## src/rtl/basic_cpu_sequencer.sv

```systemverilog
// -----------------------------------------------------------------------------
// basic_cpu_sequencer
//   Control sequencer for the 16-bit accumulator CPU. Steps each instruction
//   through fetch -> decode -> (indirect) -> execute and drives the register
//   strobes, common-bus select, ALU op and memory handshake.
//
//   The START_PC clear value belongs to the PC register itself; this block
//   only requests it through pc_clr.
//
// Ports
//   clk       rising-edge clock
//   rst       asynchronous active-low reset (0 = reset)
//   ir        IR output: [15]=I, [14:12]=opcode, [ADDR_W-1:0]=address/function
//   ac_zero   AC == 0
//   ac_neg    AC[15]
//   dr_zero   DR == 0 after DR increment
//   mem_ack   memory completes the pending mem_rd/mem_wr this cycle
//   mem_rd    memory read request, held until mem_ack
//   mem_wr    memory write request (data = bus), held until mem_ack
//   bus_sel   0 none,1 AR,2 PC,3 DR,4 AC,5 IR,6 TR,7 MEM
//   alu_op    0 hold,1 AND,2 ADD,3 LOAD(DR),4 CMA,5 CLA,6 INC
//   ar_ld pc_ld pc_inr pc_clr ir_ld dr_ld dr_inr ac_ld tr_ld
//             one-cycle register strobes
//   halted    sequencer stopped in HALT
//   state     current state (debug): 0 RESET,1 F0,2 F1,3 DEC,4 IND,
//             5 EX0,6 EX1,7 EX2,8 RREF,9 HALT
// -----------------------------------------------------------------------------
module basic_cpu_sequencer #(
   parameter int ADDR_W = 12
) (
   input  logic        clk,
   input  logic        rst,
   input  logic [15:0] ir,
   input  logic        ac_zero,
   input  logic        ac_neg,
   input  logic        dr_zero,
   input  logic        mem_ack,
   output logic        mem_rd,
   output logic        mem_wr,
   output logic [2:0]  bus_sel,
   output logic [2:0]  alu_op,
   output logic        ar_ld,
   output logic        pc_ld,
   output logic        pc_inr,
   output logic        pc_clr,
   output logic        ir_ld,
   output logic        dr_ld,
   output logic        dr_inr,
   output logic        ac_ld,
   output logic        tr_ld,
   output logic        halted,
   output logic [3:0]  state
);

   typedef enum logic [3:0] {
      S_RESET = 4'd0,
      S_F0    = 4'd1,
      S_F1    = 4'd2,
      S_DEC   = 4'd3,
      S_IND   = 4'd4,
      S_EX0   = 4'd5,
      S_EX1   = 4'd6,
      S_EX2   = 4'd7,
      S_RREF  = 4'd8,
      S_HALT  = 4'd9
   } state_e;

   typedef enum logic [2:0] {
      OP_AND  = 3'd0,
      OP_ADD  = 3'd1,
      OP_LDA  = 3'd2,
      OP_STA  = 3'd3,
      OP_BUN  = 3'd4,
      OP_BSA  = 3'd5,
      OP_ISZ  = 3'd6,
      OP_RREF = 3'd7
   } op_e;

   localparam logic [2:0] BUS_NONE = 3'd0;
   localparam logic [2:0] BUS_AR   = 3'd1;
   localparam logic [2:0] BUS_PC   = 3'd2;
   localparam logic [2:0] BUS_DR   = 3'd3;
   localparam logic [2:0] BUS_AC   = 3'd4;
   localparam logic [2:0] BUS_IR   = 3'd5;
   localparam logic [2:0] BUS_MEM  = 3'd7;

   localparam logic [2:0] ALU_HOLD = 3'd0;
   localparam logic [2:0] ALU_AND  = 3'd1;
   localparam logic [2:0] ALU_ADD  = 3'd2;
   localparam logic [2:0] ALU_LOAD = 3'd3;
   localparam logic [2:0] ALU_CMA  = 3'd4;
   localparam logic [2:0] ALU_CLA  = 3'd5;
   localparam logic [2:0] ALU_INC  = 3'd6;

   localparam int IDX_W = $clog2(ADDR_W);

   state_e             state_q, state_d;
   op_e                op_q;
   logic               i_q;
   logic [ADDR_W-1:0]  fn;
   logic [IDX_W-1:0]   fn_hi;
   logic               fn_any;

   // I and opcode are captured in DEC so execute does not depend on IR
   // staying stable afterwards.
   // NOTE: sequential state uses non-blocking assignments so every register
   // samples values from before the edge, independent of statement order.
   always_ff @(posedge clk or negedge rst) begin
      if (!rst) begin
         state_q <= S_RESET;
         op_q    <= OP_AND;
         i_q     <= 1'b0;
      end else begin
         state_q <= state_d;
         if (state_q == S_DEC) begin
            op_q <= op_e'(ir[14:12]);
            i_q  <= ir[15];
         end
      end
   end

   // Register-reference priority: highest set function bit wins. The
   // ascending loop lets the last (highest) match overwrite earlier ones.
   assign fn = ir[ADDR_W-1:0];

   always_comb begin
      fn_hi  = '0;
      fn_any = 1'b0;
      for (int b = 0; b < ADDR_W; b++) begin
         if (fn[b]) begin
            fn_hi  = IDX_W'(b);
            fn_any = 1'b1;
         end
      end
   end

   // NOTE: every output and the next state get a default first, so no path
   // through the case statement can leave a value unassigned (no latches).
   always_comb begin
      state_d = state_q;
      mem_rd  = 1'b0;
      mem_wr  = 1'b0;
      bus_sel = BUS_NONE;
      alu_op  = ALU_HOLD;
      ar_ld   = 1'b0;
      pc_ld   = 1'b0;
      pc_inr  = 1'b0;
      pc_clr  = 1'b0;
      ir_ld   = 1'b0;
      dr_ld   = 1'b0;
      dr_inr  = 1'b0;
      ac_ld   = 1'b0;
      tr_ld   = 1'b0;
      halted  = 1'b0;

      unique case (state_q)
         S_RESET: begin
            // The state register is held here while rst is low; gating with
            // rst keeps pc_clr quiet during reset and raises it only in the
            // cycle after release.
            pc_clr  = rst;
            state_d = S_F0;
         end

         S_F0: begin
            bus_sel = BUS_PC;
            ar_ld   = 1'b1;
            state_d = S_F1;
         end

         S_F1: begin
            mem_rd  = 1'b1;
            bus_sel = BUS_MEM;
            if (mem_ack) begin
               ir_ld   = 1'b1;
               pc_inr  = 1'b1;
               state_d = S_DEC;
            end
         end

         S_DEC: begin
            bus_sel = BUS_IR;
            ar_ld   = 1'b1;
            if (ir[14:12] == OP_RREF) state_d = S_RREF;
            else if (ir[15])          state_d = S_IND;
            else                      state_d = S_EX0;
         end

         S_IND: begin
            mem_rd  = 1'b1;
            bus_sel = BUS_MEM;
            if (mem_ack) begin
               ar_ld   = 1'b1;
               state_d = S_EX0;
            end
         end

         S_EX0: begin
            unique case (op_q)
               OP_AND, OP_ADD, OP_LDA, OP_ISZ: begin
                  mem_rd  = 1'b1;
                  bus_sel = BUS_MEM;
                  if (mem_ack) begin
                     dr_ld   = 1'b1;
                     state_d = S_EX1;
                  end
               end
               OP_STA: begin
                  mem_wr  = 1'b1;
                  bus_sel = BUS_AC;
                  if (mem_ack) state_d = S_F0;
               end
               OP_BUN: begin
                  bus_sel = BUS_AR;
                  pc_ld   = 1'b1;
                  state_d = S_F0;
               end
               OP_BSA: begin
                  // Return address goes to M[AR]; PC becomes AR+1 below.
                  mem_wr  = 1'b1;
                  bus_sel = BUS_PC;
                  if (mem_ack) state_d = S_EX1;
               end
               default: state_d = S_F0;
            endcase
         end

         S_EX1: begin
            unique case (op_q)
               OP_AND: begin alu_op = ALU_AND;  ac_ld = 1'b1; state_d = S_F0; end
               OP_ADD: begin alu_op = ALU_ADD;  ac_ld = 1'b1; state_d = S_F0; end
               OP_LDA: begin alu_op = ALU_LOAD; ac_ld = 1'b1; state_d = S_F0; end
               OP_BSA: begin
                  bus_sel = BUS_AR;
                  pc_ld   = 1'b1;
                  state_d = S_EX2;
               end
               OP_ISZ: begin
                  dr_inr  = 1'b1;
                  state_d = S_EX2;
               end
               default: state_d = S_F0;
            endcase
         end

         S_EX2: begin
            unique case (op_q)
               OP_BSA: begin
                  pc_inr  = 1'b1;
                  state_d = S_F0;
               end
               OP_ISZ: begin
                  mem_wr  = 1'b1;
                  bus_sel = BUS_DR;
                  if (mem_ack) begin
                     pc_inr  = dr_zero;
                     state_d = S_F0;
                  end
               end
               default: state_d = S_F0;
            endcase
         end

         S_RREF: begin
            state_d = S_F0;
            // I=1 is the I/O group, treated as NOP.
            if (!i_q && fn_any) begin
               case (int'(fn_hi))
                  11: begin alu_op = ALU_CLA; ac_ld = 1'b1; end
                  9:  begin alu_op = ALU_CMA; ac_ld = 1'b1; end
                  5:  begin alu_op = ALU_INC; ac_ld = 1'b1; end
                  4:  pc_inr = !ac_neg;
                  3:  pc_inr = ac_neg;
                  2:  pc_inr = ac_zero;
                  0:  state_d = S_HALT;
                  default: ;
               endcase
            end
         end

         S_HALT: halted = 1'b1;

         default: state_d = S_RESET;
      endcase
   end

   assign state = state_q;

endmodule
```

## config.mk

```make
export PLATFORM = sky130hd
export DESIGN_NAME = basic_cpu_sequencer
export DESIGN_NICKNAME = d
export VERILOG_FILES = /design/src/rtl/basic_cpu_sequencer.sv
export SDC_FILE = /design/constraint.sdc
export NUM_CORES = 1
export LEC_CHECK = 0
export CORE_ASPECT_RATIO = 1.25
export CORE_MARGIN = 3
export CORE_UTILIZATION = 55
export CTS_BUF_LIST = sky130_fd_sc_hd__clkbuf_4
export DETAILED_ROUTE_END_ITERATION = 6
export DONT_BUFFER_PORTS = 1
export HOLD_SLACK_MARGIN = 0.15
export PLACE_DENSITY = 0.74
export SETUP_SLACK_MARGIN = 0.1
export SLEW_MARGIN = 20
export SYNTH_ARGS = -nofsm -noshare
export SYNTH_HDL_FRONTEND = slang
export SYNTH_SLANG_ARGS = --single-unit
```

## constraint.sdc

```tcl
create_clock -name clk -period 2.95 [get_ports clk]
set_input_delay 0.885 -clock clk [delete_from_list [all_inputs] [get_ports clk]]
set_output_delay 0.885 -clock clk [all_outputs]
set_load 0.005 [all_outputs]
```

## Word-level counts from Yosys, hierarchy flattened

Index checks and enable logic that the tools add are counted.

- Add/sub/neg operators: 0
- Multiply operators: 0
- Div/mod/pow operators: 0
- Order comparisons: 0
- Equal/unequal tests: 25
- Shift operators: 0
- Multiplexer cells: 68
- Bitwise gates (word level): 1
- Reductions and logical operators: 15

Operators with widths:

| cell | number |
|---|---|
| $mux 4 | 18 |
| $pmux 4 s10 | 1 |
| $mux 1 | 32 |
| $eq 4x3->1 const B | 6 |
| $pmux 3 s6 | 1 |
| $eq 4x2->1 const B | 4 |
| $eq 4x4->1 const B | 4 |
| $eq 3x3->1 const B | 4 |
| $pmux 1 s2 | 6 |
| $pmux 3 s4 | 1 |
| $pmux 3 s3 | 1 |
| $logic_not 4->1 | 2 |
| $pmux 4 s2 | 1 |
| $reduce_or 2->1 | 4 |
| $eq 3x2->1 const B | 2 |
| $mux 3 | 2 |
| $pmux 1 s3 | 2 |
| $pmux 2 s3 | 1 |
| $pmux 3 s2 | 1 |
| $reduce_or 3->1 | 2 |
| $reduce_or 5->1 | 1 |
| $eq 4x1->1 const B | 1 |
| $ne 2x2->1 const B | 2 |
| $reduce_and 4->1 | 1 |
| 8 further kinds | 9 |

- Register bits: 8
- Latch bits: 0
- Memory bits (writable): 0
- Bits in read-only memories: 0
- Input bits: 22
- Output and inout port bits: 22
- Word-level logic and storage cells: 112
- Memories kept: 0

## Longest topological paths before layout

- Depth after elaboration: 16
- Depth in mapped cells: 7
- Gate-level depth less buffers: 5

## Worst setup path after synthesis

OpenSTA, ideal clock, no wires.

- Path kind: input-to-output
- From: in ir[2]
- To: out pc_inr
- Arrival time: 2.136 ns
- Required time: 2.065 ns
- Setup slack: -0.071 ns
- Cell stages on the path: 5
- Path buffers: 0
- Cells stage by stage: nand2b_1 a221o_1 a2bb2oi_1 mux2_1 a221o_1

- Longest elaborated chain between the ends: 14
- Elaborated cells on any way between the ends: 27
- Classes of those cells: 3 x eq/ne; 23 x mux; 1 x reduce/logical

RTL lines:

| element | line | text |
|---|---|---|
| start: declaration | 33 | `input logic [15:0] ir,` |
| $mux 4 (10 in series) | 130 | `if (fn[b]) begin` |
| $eq 4x2->1 or $eq 4x3->1 (tied branches) | 268 | `case (int'(fn_hi))` |
| $pmux 1 s3 | 268 |  |
| $mux 1 (*) | 267 | `if (!i_q && fn_any) begin` |
| $pmux 1 s3 (*) | 156 | `unique case (state_q)` |
| end: declaration | 44 | `output logic pc_inr,` |

Every way passes the cells marked *; elsewhere a longest branch is shown, timed or not.

## Worst setup path after layout

Same ends and word-level chain as after synthesis.

==> insert_results.sql <==
INSERT INTO impl_metrics (metric_group, metric, value, unit) VALUES
('timing', 'fin_tns_setup', '-57.5', 'ps'),
('clock_network', 'tritoncts', 'yes', ''),
('synth', 'synth-async-reset-ratio', '100', '%'),
('timing', 'report.final.slew_viol_count', '0', ''),
('clock_network', 'clk-insertion-delay-late', '260', 'ps'),
('clock_network', 'cts_setup_buffers', '0', ''),
('global_route', 'grt_start_max_net_pins', '20', ''),
('finish', 'antenna-diode-count', '0', ''),
('power_and_ir_drop', 'peak_supply_drop', '0.632', 'mV'),
('routing', 'drt_wl_total', '2930', 'um'),
('timing', 'worst_clock_skew', '5.87', 'ps'),
('worst_setup_path', 'path_buf_inv', '0', ''),
('synth', 'netlist_instances', '151', ''),
('finish', 'layout-drive-gt1-share', '15.5', '%'),
('timing', 'finalSetupViolCount', '1', ''),
('floorplan', 'die_height', '55.2', 'um'),
('synth', 'ys.warnings.count', '0', ''),
('timing', 'layout_setup_ws', '-57.5', 'ps'),
('timing', 'timing.final.crit_share', '102', '%'),
('synth', 'ys_seq_area_share', '18.8', '%'),
('floorplan', 'std_cell_rows', '17', ''),
('status', 'outcome', 'finished with violations', ''),
('worst_setup_path', 'slowest_delay', '330', 'ps'),
('routing', 'via_per_inst', '6.60', ''),
('routing', 'iteration_0_drc_count_of_the_detailed_router', '20', ''),
('global_route', 'number_of_antenna_violations_at_the_first_check_in_global_routing', '0', ''),
('min_path', 'worst_min_path_class', 'input port to async pin', ''),
('synth', 'synth.net_count', '173', ''),
('clock_network', 'htree_levels', '1', ''),
('placement', 'gp_weighted_congestion', '0.900', ''),
('synth', 'synthFlopType', 'dfrtp_1', ''),
('finish', 'fill_cells', '171', ''),
('finish', 'mostFrequentLayoutCell', 'nor2_1', ''),
('worst_setup_path', 'worstPathMaxFanout', '2', ''),
('timing', 'setup_repair_after_global_routing_missed_its_margin', 'yes', ''),
('global_route', 'global_route_wire_length_before_repair', '4480', 'um'),
('routing', 'detail_route.wl_per_cell', '17.5', 'um'),
('worst_setup_path', 'crit_arrival', '2120', 'ps'),
('worst_setup_path', 'path_delay_family', 'compound AO/OA/AOI/OAI gates', ''),
('finish', 'register_area', '201', 'um2'),
('routing', 'vias', '1103', ''),
('worst_setup_path', 'criticalPathCategory', 'input port to output pin', ''),
('floorplan', 'dieWidth', '45.3', 'um'),
('clock_network', 'tritoncts.num_buffers', '3', ''),
('finish', 'area_growth_syn_to_layout', '5.06', '%'),
('synth', 'synth_cell_types', '54', ''),
('synth', 'synth.cell_area', '0.00106', 'mm2'),
('floorplan', 'core_region_area', '0.00181', 'mm2'),
('power_and_ir_drop', 'total_power', '1020', 'uW'),
('worst_setup_path', 'timing.critical_path.from_type', 'input port', ''),
('global_route', 'global_route.usage.total', '25.0', '%'),
('placement', 'dp.cells', '164', ''),
('placement', 'place_hpwl', '2180', 'um'),
('status', 'failed_checks', 'negative setup slack', ''),
('floorplan', 'initial_utilization', '58.8', '%'),
('worst_setup_path', 'worstPathRequired', '2070', 'ps'),
('clock_network', 'cts_num_sinks', '8', ''),
('clock_network', 'clk_root_buf', 'clkbuf_4', ''),
('global_route', 'gr-total-overflow', '0', ''),
('finish', 'filler_free_cell_count_of_the_finished_design', '167', ''),
('worst_setup_path', 'crit_path_frequent_cell', 'a221o_1', ''),
('timing', 'fmax', '333', 'MHz'),
('timing', 'period_needed', '3010', 'ps'),
('routing', 'ant_nets_after_route', '0', ''),
('worst_setup_path', 'worst_path_cell_chain', 'nand2b_4 > a221o_1 > a2bb2oi_2 > mux2_4 > a221o_1', ''),
('finish', 'final_core_util', '61.8', '%'),
('power_and_ir_drop', 'power_leakage', '0.000442', 'uW'),
('global_route', 'grt_pass1_vias', '1011', ''),
('finish', 'layout.cells.most_common_list', '17 x nor2_1, 16 x nand2_1, 9 x a21oi_1', ''),
('clock_network', 'ctsLongestPathBuffers', '2', ''),
('clock_network', 'clkSlewWorstSetupHoldPaths', '60', 'ps');
cell families after synthesis:
family	share of synthesized area (%)
AND/OR/NAND/NOR	33.8
AO/OA/AOI/OAI	33.8
buffers and inverters	8.23
flip-flops	18.8
multiplexers	4.23
XOR/XNOR	0.824
other	0.353
routing by layer:
layer | wire length [um] | global-route usage, % | vias to the layer above
met2 | 1510 | 44.3 | 46
met1 | 1170 | 27.6 | 502
met3 | 218 | 7.12 | 5
met5 | 0 | 0 | -
li1 | - | - | 550
met4 | 27 | 10.7 | 0
through the flow:
stage          area (um2)  setup slack [ps]
2_1_floorplan        1060             -71.4
3_3_place_gp         1060              -107
3_5_place_dp         1060              -134
4_1_cts              1100             -93.2
5_1_grt              1120             -99.6
6_report             1120             -57.5
cell usage after synthesis (all sizes together) (3+ instances only):
| library cell | number | area, um2 |
|---|---|---|
| a21oi | 10 | 53.8 |
| a31oi | 4 | 25.0 |
| buf | 10 | 57.6 |
| dfrtp | 8 | 200 |
| inv | 7 | 26.3 |
| mux2 | 4 | 45.0 |
| nand2 | 16 | 60.1 |
| nand2b | 5 | 31.3 |
| nand3 | 5 | 25.0 |
| nor2 | 18 | 70.1 |
| nor2b | 4 | 25.0 |
| nor3 | 5 | 30.0 |
| nor4 | 3 | 25.0 |
| o21a | 3 | 22.5 |
| o21ai | 6 | 30.0 |
| o22ai | 3 | 18.8 |
| o31ai | 3 | 22.5 |
repair_timing:
item,4_1_cts,5_1_grt
gates resized for setup,3,3
setup endpoints to repair,1,3
pin swaps,3,2
final cells by class:
type                            instances  share of cell area, %
Inverter                                7                   2.35
Tap cell                               19                   2.13
Timing Repair Buffer                    5                   3.36
Clock buffer                            3                   2.02
Sequential cell                         8                   18.0
Multi-Input combinational cell        125                   72.1
path summary, 6_finish.rpt:
kind	startpoint	slack, ps	cells past startpoint	endpoint
worst max-delay path	ir[2]	-60	5	pc_inr
worst min-delay path	rst	310	0	op_q[0]
worst max register to register	op_q[2]	1230	5	state[2]
worst min register to register	i_q	510	1	i_q
max in group asynchronous	rst	2560	0	state[1]
min in group clk	i_q	510	1	i_q
where the power goes:
part / internal [uW] / total [uW] / switching [uW] / leakage [uW]
registers: 159 / 311 / 152 / 0.0000975
clock network: 46.8 / 88.2 / 41.4 / 0.0000138
logic: 276 / 621 / 346 / 0.000331
flip-flops by register name, summed over array words and instances, names as in the netlist:
name and flops:
op_q 3, state 4, i_q 1
No activity file was read; power rests on OpenSTA's default activity.
